--- src/rtl/asic_st_pkg.sv ---
// rtl/asic_st_pkg.sv - shared constants, types and helpers for the ASIC result packetiser
package asic_st_pkg;

  // Bit positions inside the 32-bit beat word
  localparam int TREADY_BIT = 29;
  localparam int START_BIT  = 27;
  localparam int KSHIFT_BIT = 26;
  localparam int BITOUT_BIT = 24;
  localparam int TOUT_LSB   = 16;
  localparam int ERR_LSB    = 0;

  localparam int TOUT_W = 7;
  localparam int ERR_W  = 7;
  localparam logic [ERR_W-1:0] ERR_MAX = 7'd127;

  // Write-side framing state
  typedef enum logic {
    HUNT   = 1'b0,
    IN_PKT = 1'b1
  } tx_state_e;

  // One FIFO entry: delimiters plus the packed beat word
  typedef struct packed {
    logic        eop;
    logic        sop;
    logic [31:0] data;
  } beat_t;

  localparam int BEAT_W = $bits(beat_t);

  // Assemble a beat word; unused bit positions stay zero
  function automatic logic [31:0] pack_word(
    input logic              testready,
    input logic              start,
    input logic              keepshift,
    input logic              bitout,
    input logic [TOUT_W-1:0] tout,
    input logic [ERR_W-1:0]  err
  );
    logic [31:0] w;
    w                       = '0;
    w[TREADY_BIT]           = testready;
    w[START_BIT]            = start;
    w[KSHIFT_BIT]           = keepshift;
    w[BITOUT_BIT]           = bitout;
    w[TOUT_LSB +: TOUT_W]   = tout;
    w[ERR_LSB +: ERR_W]     = err;
    return w;
  endfunction

  // Error accumulator step that sticks at its maximum instead of wrapping
  function automatic logic [ERR_W-1:0] err_sat_inc(
    input logic [ERR_W-1:0] acc,
    input logic             inc
  );
    if (inc && (acc != ERR_MAX)) begin
      return acc + 7'd1;
    end
    return acc;
  endfunction

endpackage

--- src/rtl/asic_st_fifo.sv ---
// rtl/asic_st_fifo.sv - synchronous beat FIFO with full/empty flags
module asic_st_fifo #(
  parameter int WIDTH = 34,
  parameter int DEPTH = 16
) (
  input  logic             clk,
  input  logic             reset,
  input  logic             wr_req,
  input  logic [WIDTH-1:0] wr_data,
  input  logic             rd_en,
  output logic [WIDTH-1:0] rd_data,
  output logic             full,
  output logic             empty
);

  localparam int AW = $clog2(DEPTH);
  localparam logic [AW:0] PTR_ONE = (AW + 1)'(1);

  // Pointers carry one extra wrap bit so full and empty are distinguishable
  logic [AW:0]      wr_ptr_q, wr_ptr_d;
  logic [AW:0]      rd_ptr_q, rd_ptr_d;
  logic [WIDTH-1:0] mem_q [DEPTH];
  logic             do_wr;
  logic             do_rd;

  assign empty   = (wr_ptr_q == rd_ptr_q);
  assign full    = (wr_ptr_q[AW] != rd_ptr_q[AW]) &&
                   (wr_ptr_q[AW-1:0] == rd_ptr_q[AW-1:0]);
  assign do_rd   = rd_en && !empty;
  // A pop frees the head slot in the same cycle, so a full FIFO still takes the write
  assign do_wr   = wr_req && (!full || do_rd);
  assign rd_data = mem_q[rd_ptr_q[AW-1:0]];

  // Advance pointers on accepted writes and pops
  always_comb begin
    wr_ptr_d = wr_ptr_q;
    rd_ptr_d = rd_ptr_q;
    if (do_wr) wr_ptr_d = wr_ptr_q + PTR_ONE;
    if (do_rd) rd_ptr_d = rd_ptr_q + PTR_ONE;
  end

  // Pointer registers; clearing them on reset discards all stored beats
  always_ff @(posedge clk or posedge reset) begin
    if (reset) begin
      wr_ptr_q <= '0;
      rd_ptr_q <= '0;
    end else begin
      wr_ptr_q <= wr_ptr_d;
      rd_ptr_q <= rd_ptr_d;
    end
  end

  // Storage array; contents are only observable through valid pointers
  always_ff @(posedge clk) begin
    if (do_wr) mem_q[wr_ptr_q[AW-1:0]] <= wr_data;
  end

endmodule

--- src/rtl/asic_st_result_tx.sv ---
// rtl/asic_st_result_tx.sv - frames ASIC result samples into fixed-length streaming packets
module asic_st_result_tx
  import asic_st_pkg::*;
#(
  parameter int PKT_LEN    = 202,
  parameter int FIFO_DEPTH = 16
) (
  input  logic        clk,
  input  logic        reset,
  input  logic        smp_valid,
  input  logic [6:0]  smp_tout,
  input  logic        smp_bitout,
  input  logic        smp_keepshift,
  input  logic        smp_start,
  input  logic        smp_testready,
  input  logic        ovf_clear,
  output logic [31:0] src_data,
  output logic        src_valid,
  input  logic        src_ready,
  output logic        src_sop,
  output logic        src_eop,
  output logic        ovf
);

  localparam int CW = $clog2(PKT_LEN);
  localparam logic [CW-1:0] LAST_IDX = CW'(PKT_LEN - 1);
  localparam logic [CW-1:0] CNT_ONE  = CW'(1);

  tx_state_e        state_q, state_d;
  logic [CW-1:0]    beat_cnt_q, beat_cnt_d;
  logic [ERR_W-1:0] err_acc_q, err_acc_d;
  logic             ovf_q, ovf_d;

  logic             wr_req;
  logic             wr_ok;
  beat_t            wr_beat;
  logic [ERR_W-1:0] err_next;
  logic             is_last;

  logic             pop;
  logic             fifo_full;
  logic             fifo_empty;
  logic [BEAT_W-1:0] fifo_rd_data;
  beat_t            head;

  assign pop   = src_valid && src_ready;
  // The slot is available if there is room or the head leaves this very cycle
  assign wr_ok = !fifo_full || pop;

  // Framing FSM, beat/error counters, word packing and overflow sticky
  always_comb begin
    state_d    = state_q;
    beat_cnt_d = beat_cnt_q;
    err_acc_d  = err_acc_q;
    ovf_d      = ovf_q;
    wr_req     = 1'b0;
    wr_beat    = '0;
    err_next   = err_sat_inc(err_acc_q, smp_keepshift & smp_bitout);
    is_last    = (beat_cnt_q == LAST_IDX);

    if (smp_valid) begin
      case (state_q)
        HUNT: begin
          // Only a start marker opens a packet; its own error bit is never counted
          if (smp_start) begin
            wr_req       = 1'b1;
            wr_beat.sop  = 1'b1;
            wr_beat.data = pack_word(smp_testready, smp_start, smp_keepshift,
                                     smp_bitout, smp_tout, '0);
            if (wr_ok) begin
              err_acc_d  = '0;
              beat_cnt_d = CNT_ONE;
              state_d    = IN_PKT;
            end
          end
        end
        IN_PKT: begin
          wr_req       = 1'b1;
          wr_beat.eop  = is_last;
          wr_beat.data = pack_word(smp_testready, smp_start, smp_keepshift,
                                   smp_bitout, smp_tout, err_next);
          // Dropped samples leave the counters alone so packet length stays fixed
          if (wr_ok) begin
            err_acc_d = err_next;
            if (is_last) begin
              beat_cnt_d = '0;
              state_d    = HUNT;
            end else begin
              beat_cnt_d = beat_cnt_q + CNT_ONE;
            end
          end
        end
        default: ;
      endcase
    end

    if (ovf_clear) ovf_d = 1'b0;
    // A drop in the same cycle as a clear must still be reported
    if (wr_req && !wr_ok) ovf_d = 1'b1;
  end

  // Write-side state registers
  always_ff @(posedge clk or posedge reset) begin
    if (reset) begin
      state_q    <= HUNT;
      beat_cnt_q <= '0;
      err_acc_q  <= '0;
      ovf_q      <= 1'b0;
    end else begin
      state_q    <= state_d;
      beat_cnt_q <= beat_cnt_d;
      err_acc_q  <= err_acc_d;
      ovf_q      <= ovf_d;
    end
  end

  asic_st_fifo #(
    .WIDTH (BEAT_W),
    .DEPTH (FIFO_DEPTH)
  ) u_fifo (
    .clk     (clk),
    .reset   (reset),
    .wr_req  (wr_req),
    .wr_data (wr_beat),
    .rd_en   (pop),
    .rd_data (fifo_rd_data),
    .full    (fifo_full),
    .empty   (fifo_empty)
  );

  assign head = beat_t'(fifo_rd_data);

  // Head entry is presented only while valid so idle outputs read as zero
  assign src_valid = !fifo_empty;
  assign src_data  = fifo_empty ? 32'd0 : head.data;
  assign src_sop   = !fifo_empty && head.sop;
  assign src_eop   = !fifo_empty && head.eop;
  assign ovf       = ovf_q;

endmodule

--- config.mk ---
export PLATFORM = sky130hd
export DESIGN_NAME = asic_st_result_tx
export DESIGN_NICKNAME = d
export VERILOG_FILES = /design/src/rtl/asic_st_pkg.sv /design/src/rtl/asic_st_fifo.sv /design/src/rtl/asic_st_result_tx.sv
export SDC_FILE = /design/constraint.sdc
export NUM_CORES = 1
export LEC_CHECK = 0
export ABC_AREA = 1
export BUFFER_PORTS_ARGS = -buffer_cell sky130_fd_sc_hd__buf_4
export CORE_MARGIN = 2
export CORE_UTILIZATION = 62
export CTS_CLUSTER_SIZE = 16
export DETAILED_ROUTE_END_ITERATION = 10
export GPL_ROUTABILITY_DRIVEN = 0
export PLACE_DENSITY = 0.78
export RECOVER_POWER = 25
export SYNTH_ARGS = -nofsm -noshare
export SYNTH_HDL_FRONTEND = slang
export SYNTH_SLANG_ARGS = --single-unit
--- constraint.sdc ---
create_clock -name clk -period 3.18 [get_ports clk]
set_input_delay 0.636 -clock clk [delete_from_list [all_inputs] [get_ports clk]]
set_output_delay 0.636 -clock clk [all_outputs]
set_load 0.005 [all_outputs]
==> results of run 1 <==
worst max-delay path: cells and delay by family, from the launching register on:
family | cells | cell delay (ns)
compound gates | 2 | 0.39
buf+inv | 2 | 0.60
flops | 1 | 0.49
simple gates | 4 | 0.46
per-stage QoR:
step / utilization, % / total power, mW / setup WS, ns
floorplan: - / 9.562 / 0.4809
global placement: 66.61 / 11.41 / 0.6029
detailed placement: 66.61 / 11.56 / 0.6292
CTS: 70.99 / 15.40 / 0.01846
global route: 71.01 / 16.33 / 0.01661
finish: 71.01 / 15.53 / 0.09256
repair_timing:
item / in CTS / in global routing
gates resized for setup: 1 / 5
buffers inserted: 0 / 1
cloned: 0 / 1
endpoints found under the setup margin: 1 / 13
sequential cells by signal, indices dropped and copies added, names as in the netlist:
register,flops
state_q,1
beat_cnt_q,8
err_acc_q,7
u_fifo.rd_ptr_q,5
ovf,1
u_fifo.wr_ptr_q,5
u_fifo.mem_q,320
layer usage:
metal	track usage, %	wire [µm]	vias to the layer above
met5	0	0	-
met3	6.018	3853	101
li1	-	-	5028
met4	10.57	1215	0
met2	45.73	17540	629
met1	38.58	14040	5131
worst paths after layout:
kind,start,to,cells past startpoint
max,u_fifo.rd_ptr_q[0],src_sop,8
min in group clk,ovf_clear,ovf,2
max reg2reg,u_fifo.rd_ptr_q[1],u_fifo.mem_q[15][21],9
max in group asynchronous,reset,beat_cnt_q[2],3
min reg2reg,u_fifo.rd_ptr_q[4],u_fifo.rd_ptr_q[4],2
min,reset,u_fifo.rd_ptr_q[1],2
cell usage in the layout (no fill, tap or decap):
cell / n
ha_1: 8
bufinv_16: 1
clkbuf_4: 2
dfrtp_1: 24
buf_16: 1
dfrtp_2: 1
nand2_1: 556
or2_2: 1
inv_2: 3
dfrtp_4: 2
buf_12: 6
nand3_2: 1
nor2_2: 19
inv_1: 100
nand4_1: 3
nor3b_1: 1
inv_8: 1
conb_1: 14
clkinv_2: 7
nand3_1: 101
o21bai_2: 1
clkbuf_16: 36
clkinv_1: 11
nand3b_1: 2
inv_6: 3
clkbuf_8: 3
nor2_1: 153
buf_6: 2
o22ai_1: 1
o21ai_0: 76
edfxtp_1: 320
clkinvlp_4: 1
buf_4: 82
xnor2_1: 5
a21oi_1: 21
o21bai_1: 1
xor2_1: 6
o21ai_1: 3
clkbuf_1: 16
nor3_1: 2
power by group through the flow:
stage / Clock (mW) / Combinational (mW) / Sequential (mW)
final: 3.83 / 5.70 / 6.01
after global routing: 4.02 / 6.26 / 6.05
after CTS: 3.85 / 5.55 / 6.00
after detailed placement: 0 / 5.47 / 6.09
after global placement: 0 / 5.34 / 6.06
after floorplan: 0 / 3.63 / 5.93
cells by family (layout without fill, tap and decap cells):
kind of cell / Yosys count / count (layout) / share of synthesized area (%)
AO/OA/AOI/OAI: 103 / 103 / 3.461
XOR/XNOR: 11 / 11 / 0.6344
adder cells (fa/ha/maj): 8 / 8 / 0.6592
buffers and inverters: 191 / 275 / 5.677
flip-flops: 347 / 347 / 67.73
other: 1 / 14 / 0.02469
AND/OR/NAND/NOR: 839 / 839 / 21.82
cell usage after synthesis, types with 2 or more instances:
cell,n,area share (%)
nand3b_1,2,0.099
nor2_1,170,4.2
a21oi_1,21,0.69
edfxtp_1,320,63
buf_2,18,0.59
buf_6,2,0.15
dfrtp_1,27,4.4
nand3_1,101,3.3
buf_1,11,0.27
clkbuf_1,28,0.69
xor2_1,6,0.35
o21ai_0,73,2.4
nor3_1,2,0.066
buf_4,28,1.4
inv_2,4,0.099
inv_1,99,2.4
ha_1,8,0.66
xnor2_1,5,0.29
nor2_2,2,0.082
nand4_1,3,0.12
nand2_1,555,14
o21ai_1,6,0.20
layout make-up:
cell class              instances  area (µm²)
clock buffers                  40       914.6
repair buffers                108       888.4
clock inverters                23       140.1
fillers                      1619        7009
multi-input cells             975        4128
flip-flops and latches        347       10290
well taps                     324       405.4
inverters                     104       397.9
==> results by group, run 1 <==
Finish
  • Final Non-Filler Cells: 1,921
  • Ant. Diodes: 0
  • Final nets: 1,595
  • Share of layout cells above drive strength 1: 10.83%
  • Final instance area: 17,170 µm²
  • Layout area overhead: 13.05%

Worst setup path
  • Crit path cell chain: buf_6 -> nor2_1 -> nor2_1 -> o21ai_0 -> nand3_1 -> nand3_1 -> a21oi_1 -> buf_4
  • Worst path required time: 2.54 ns
  • CP Launch Type: flip-flop
  • Crit-path max cell delay: 0.49 ns
  • Critical path type: reg2out
  • Setup slack, reg-to-reg: 0.47 ns
  • Slowest stage cell, crit path: dfrtp_4
  • Worst setup EP type: output pin
  • Worst Path Arrival: 2.45 ns
  • Crit Path Max Fanout: 64

Clock network
  • Cts hold-fix bufs: 0
  • Max clock buf depth: 3
  • Clock-pin transition on the worst setup and hold timing paths: 0.06 ns
  • Clk Tree Root Cell: clkbuf_16
  • Num CTS Buffers: 35
  • # clock sinks: 347
  • Clk Latency, worst-skew pair: 0.53 ns
  • CTS tree: yes
  • H-tree depth: 2

Placed design
  • Dpl hpwl: 21,210 µm
  • Placed standard-cell area: 16,100 µm²
  • Placed cell count: 1,856
  • PortBufs: 37

Outcome
  • Status: finished clean

Detailed routing
  • Drt first-iter violations: 1,322
  • Post-route DRC: 0
  • Total routed wirelength: 36,660 µm
  • Pre-antenna DRT Iters: 5
  • Post-DR wirelength/cell: 19.08 µm
  • Vias: 10.89k
  • Via density: 5.668
  • Final ANT Viol Nets: 0

Floorplan
  • Die ar.: 25,760 µm²
  • Num ports: 52
  • Die width: 160.5 µm
  • Rows: 57
  • Height of the chip: 160.5 µm
  • Core Footprint: 24,180 µm²
  • Initial Utilization: 62.81%

Yosys
  • Sequential element share of the synthesized area: 67.73%
  • Synthesized area: 15,190 µm²
  • Avg Inst Size Synth: 10.12 µm²
  • Post-synth EDFFs: 320
  • Yosys cell types: 31
  • Seq cells post-synth: 347
  • Asr flop ratio synth: 7.781%
  • Synth Flop Type: edfxtp_1
  • Yosys synthesis warning count: 0
  • Post-Syn Instances: 1,500

STA
  • Max-slew headroom: 18.85%
  • Minimum clock period: 3.087 ns
  • Crit share post-route: 97.09%
  • Hold slack: 0.2939 ns
  • Count of pins over their slew limit: 0
  • Final setup TNS: 0 ns
  • Worst Max-Slew Pin Slew: 1.213 ns
  • Highest clock rate: 323.9 MHz
  • Unrepaired setup endpoints after global routing: true
  • Final hold vios: 0
  • Setup-failing EPs final: 0
  • Clock Skew: 0.01896 ns

Power and ir drop
  • Flop pwr share: 38.7%
  • Net switching power: 5.772 mW
  • Clock share of power: 24.6%
  • Pint: 9.762 mW
  • Worst-case vdd ir drop: 0.7135 mV
  • Part of the power in combinational logic: 36.7%
  • Lkg Pwr: 7.080 nW
  • PD cells: 904.9 nW/µm²
  • Switching part of the total: 37.16%

Job
  • Max cap viols: 0

Global route
  • Number of global-route vias before repair: 10.20k
  • Total global routing overflow: 0
  • All-layer global routing usage: 28.36%
  • Largest net degree at the start of global routing: 69
  • Initial antenna violation count: 0
  • First-pass GRT wire length: 55,840 µm

Worst hold path
  • Worst hold-check path type: in2async
Note: power is estimated with default switching activity, not from simulation.
==> inputs of run 2 (changes only) <==
==> constraint.sdc (replaced) <==
create_clock -name clk -period 3 [get_ports clk]
set_input_delay 0.3 -clock clk [delete_from_list [all_inputs] [get_ports clk]]
set_output_delay 0.3 -clock clk [all_outputs]
set_load 0.005 [all_outputs]
==> results by group, run 2 (synthesis gave the netlist of run 1 again) <==
Clock network
  • Clk Tree Root Cell: clkbuf_16 (unchanged)
  • Num CTS Buffers: 36 (was 35)
  • Max clock buf depth: 3 (unchanged)
  • # Post-CTS Setup Buffers: 0 (unchanged)
  • CTS tree: yes (unchanged)
  • H-tree depth: 2 (unchanged)
  • # clock sinks: 347 (unchanged)
  • Clk Latency, worst-skew pair: 0.52 ns (was 0.53 ns)
  • Clock-pin transition on the worst setup and hold timing paths: 0.06 ns (about the same)

Power and ir drop
  • Total Power: 16.56 mW (was 15.53 mW)
  • Worst-case vdd ir drop: 0.7153 mV (was 0.7135 mV)
  • Lkg Pwr: 7.076 nW (was 7.080 nW)
  • PD cells: 965.8 nW/µm² (was 904.9 nW/µm²)

Worst setup path
  • Crit-path max cell delay: 0.59 ns (was 0.49 ns)
  • Worst setup EP type: output pin (unchanged)
  • Crit Path Max Fanout: 61 (was 64)
  • Crit path cell chain: inv_2 -> buf_6 -> nand3_1 -> nand2_1 -> nand2_1 -> nand2_1 -> inv_1 -> a21oi_1 -> buf_4 (was buf_6 -> nor2_1 -> nor2_1 -> o21ai_0 -> nand3_1 -> nand3_1 -> a21oi_1 -> buf_4)
  • CP Launch Type: flip-flop (unchanged)
  • Cell family with most CP delay: buffers and inverters (unchanged)
  • Slowest stage cell, crit path: dfrtp_4 (unchanged)
  • Worst path required time: 2.70 ns (was 2.54 ns)
  • WP buf/inv: 4 (was 2)
  • CP dominant cell by count: nand2_1
  • Critical path type: reg2out (unchanged)
  • Worst Path Arrival: 2.51 ns (was 2.45 ns)

Detailed routing
  • Post-DR wirelength/cell: 18.94 µm (was 19.08 µm)
  • Total routed wirelength: 36,330 µm (was 36,660 µm)
  • Final ANT Viol Nets: 0 (unchanged)
  • Post-route DRC: 0 (unchanged)
  • Pre-antenna DRT Iters: 7 (was 5)
  • Via density: 5.725 (was 5.668)
  • Drt first-iter violations: 1,130 (was 1,322)
  • Vias: 10.98k (was 10.89k)

Finish
  • Commonest non-fill, non-tap cell in the layout: nand2_1 (unchanged)
  • Flip-flop count of the largest register after layout: 320 (unchanged)
  • Layout area overhead: 12.90% (was 13.05%)
  • Ant. Diodes: 0 (unchanged)
  • Reg area: 10,290 µm² (about the same)
  • Multi-input gate area: 4130 µm² (was 4128 µm²)
  • Final Non-Filler Cells: 1,918 (was 1,921)
  • Most frequent cells in the layout: nand2_1, edfxtp_1, nor2_1, nand3_1, inv_1 (unchanged)
  • Final cell utilization of the core: 70.92% (was 71.01%)
  • Final nets: 1,594 (was 1,595)
  • Share of layout cells above drive strength 1: 10.79% (was 10.83%)
  • Fill cell count: 1,593 (was 1,619)

Outcome
  • Status: finished with violations (was finished clean)
  • Violated checks: capacitance limit

STA
  • Highest clock rate: 355.5 MHz
  • Crit share post-route: 93.76%
  • Worst Max-Slew Pin Slew: 1.495 ns (was 1.213 ns)
  • Unrepaired setup endpoints after global routing: false (was true)
  • Minimum clock period: 2.813 ns
  • Max-slew headroom: 0.3617% (was 18.85%)
  • Clock Skew: 0.02073 ns (was 0.01896 ns)
  • Final hold vios: 0 (unchanged)
  • Count of pins over their slew limit: 0 (unchanged)
  • Hold slack: 0.06421 ns (was 0.2939 ns)
  • Final setup TNS: 0 ns (unchanged)
  • Setup-failing EPs final: 0 (unchanged)

Placed design
  • PortBufs: 37 (unchanged)
  • Dpl hpwl: 20,940 µm (was 21,210 µm)
  • Placed cell count: 1,853 (was 1,856)

Floorplan
  • Core Footprint: 24,180 µm² (unchanged)
  • Die width: 160.5 µm (unchanged)
  • Initial Utilization: 62.81% (unchanged)
  • Die ar.: 25,760 µm² (unchanged)
  • Num ports: 52 (unchanged)
  • Height of the chip: 160.5 µm (unchanged)
  • Rows: 57 (unchanged)

Global route
  • Initial antenna violation count: 0 (unchanged)
  • All-layer global routing usage: 27.92% (was 28.36%)
  • Total global routing overflow: 0 (unchanged)
  • First-pass GRT wire length: 55,340 µm (was 55,840 µm)
  • Largest net degree at the start of global routing: 162 (was 69)
  • Number of global-route vias before repair: 10.34k (was 10.20k)

Worst hold path
  • Worst hold-check path type: in2reg (was in2async)

Job
  • Max cap viols: 1 (was 0)
run 2: final cells by class:
cell class / count / area share (%)
Clock inverter: 19 / 0.8319
Timing Repair Buffer: 106 / 4.802
Tap cell: 324 / 2.364
Multi-Input combinational cell: 975 / 24.09
Clock buffer: 43 / 5.590
Sequential cell: 347 / 60.03
Inverter: 104 / 2.291
run 2: tightest hold or removal path: stages:
cell,delay (ns)
buf_4,0.10
nand3_1,0.07
nand2_1,0.07
run 2: report_power, final:
part,leakage (nW),internal (mW),switching [mW]
Clock,0.551,2.44,1.76
Sequential,3.28,6.01,0.347
Combinational,3.24,1.98,4.02
run 2: final timing paths:
| kind | from | depth (start not counted) | slack [ns] | to |
|---|---|---|---|---|
| hold / removal | src_ready | 3 | 0.06 | u_fifo.rd_ptr_q[3] |
| hold reg to reg | u_fifo.rd_ptr_q[4] | 2 | 0.51 | u_fifo.rd_ptr_q[4] |
| setup / recovery | u_fifo.rd_ptr_q[1] | 9 | 0.19 | src_data[24] |
| setup reg to reg | u_fifo.rd_ptr_q[1] | 10 | 0.41 | u_fifo.mem_q[4][5] |
| min in group asynchronous | reset | 4 | 0.87 | u_fifo.rd_ptr_q[0] |
| max in group asynchronous | reset | 4 | 1.08 | u_fifo.rd_ptr_q[1] |
run 2: timing repair:
| action | CTS | global route |
|---|---|---|
| resized for setup | 0 | 2 |
| hold buffers | 2 | 0 |
| endpoints found under the setup margin | 0 | 19 |
| hold endpoints to repair | 28 | 0 |
run 2: per-layer routing:
metal	part of all wire (%)	wire length (µm)	vias to the layer above	global-route usage (%)
li1	-	-	5023	-
met1	39	14140	5232	38.93
met2	48	17490	646	45.30
met3	10	3621	80	4.416
met4	3.0	1079	0	10.03
met5	0	0	-	0
run 2: stage by stage:
stage / setup WS (ns) / cell area, µm²
2_1_floorplan: 0.5551 / 15230
3_3_place_gp: 0.5975 / 16040
3_5_place_dp: 0.5137 / 16040
4_1_cts: 0.01591 / 17170
5_1_grt: 0.04223 / 17150
6_report: 0.1872 / 17150
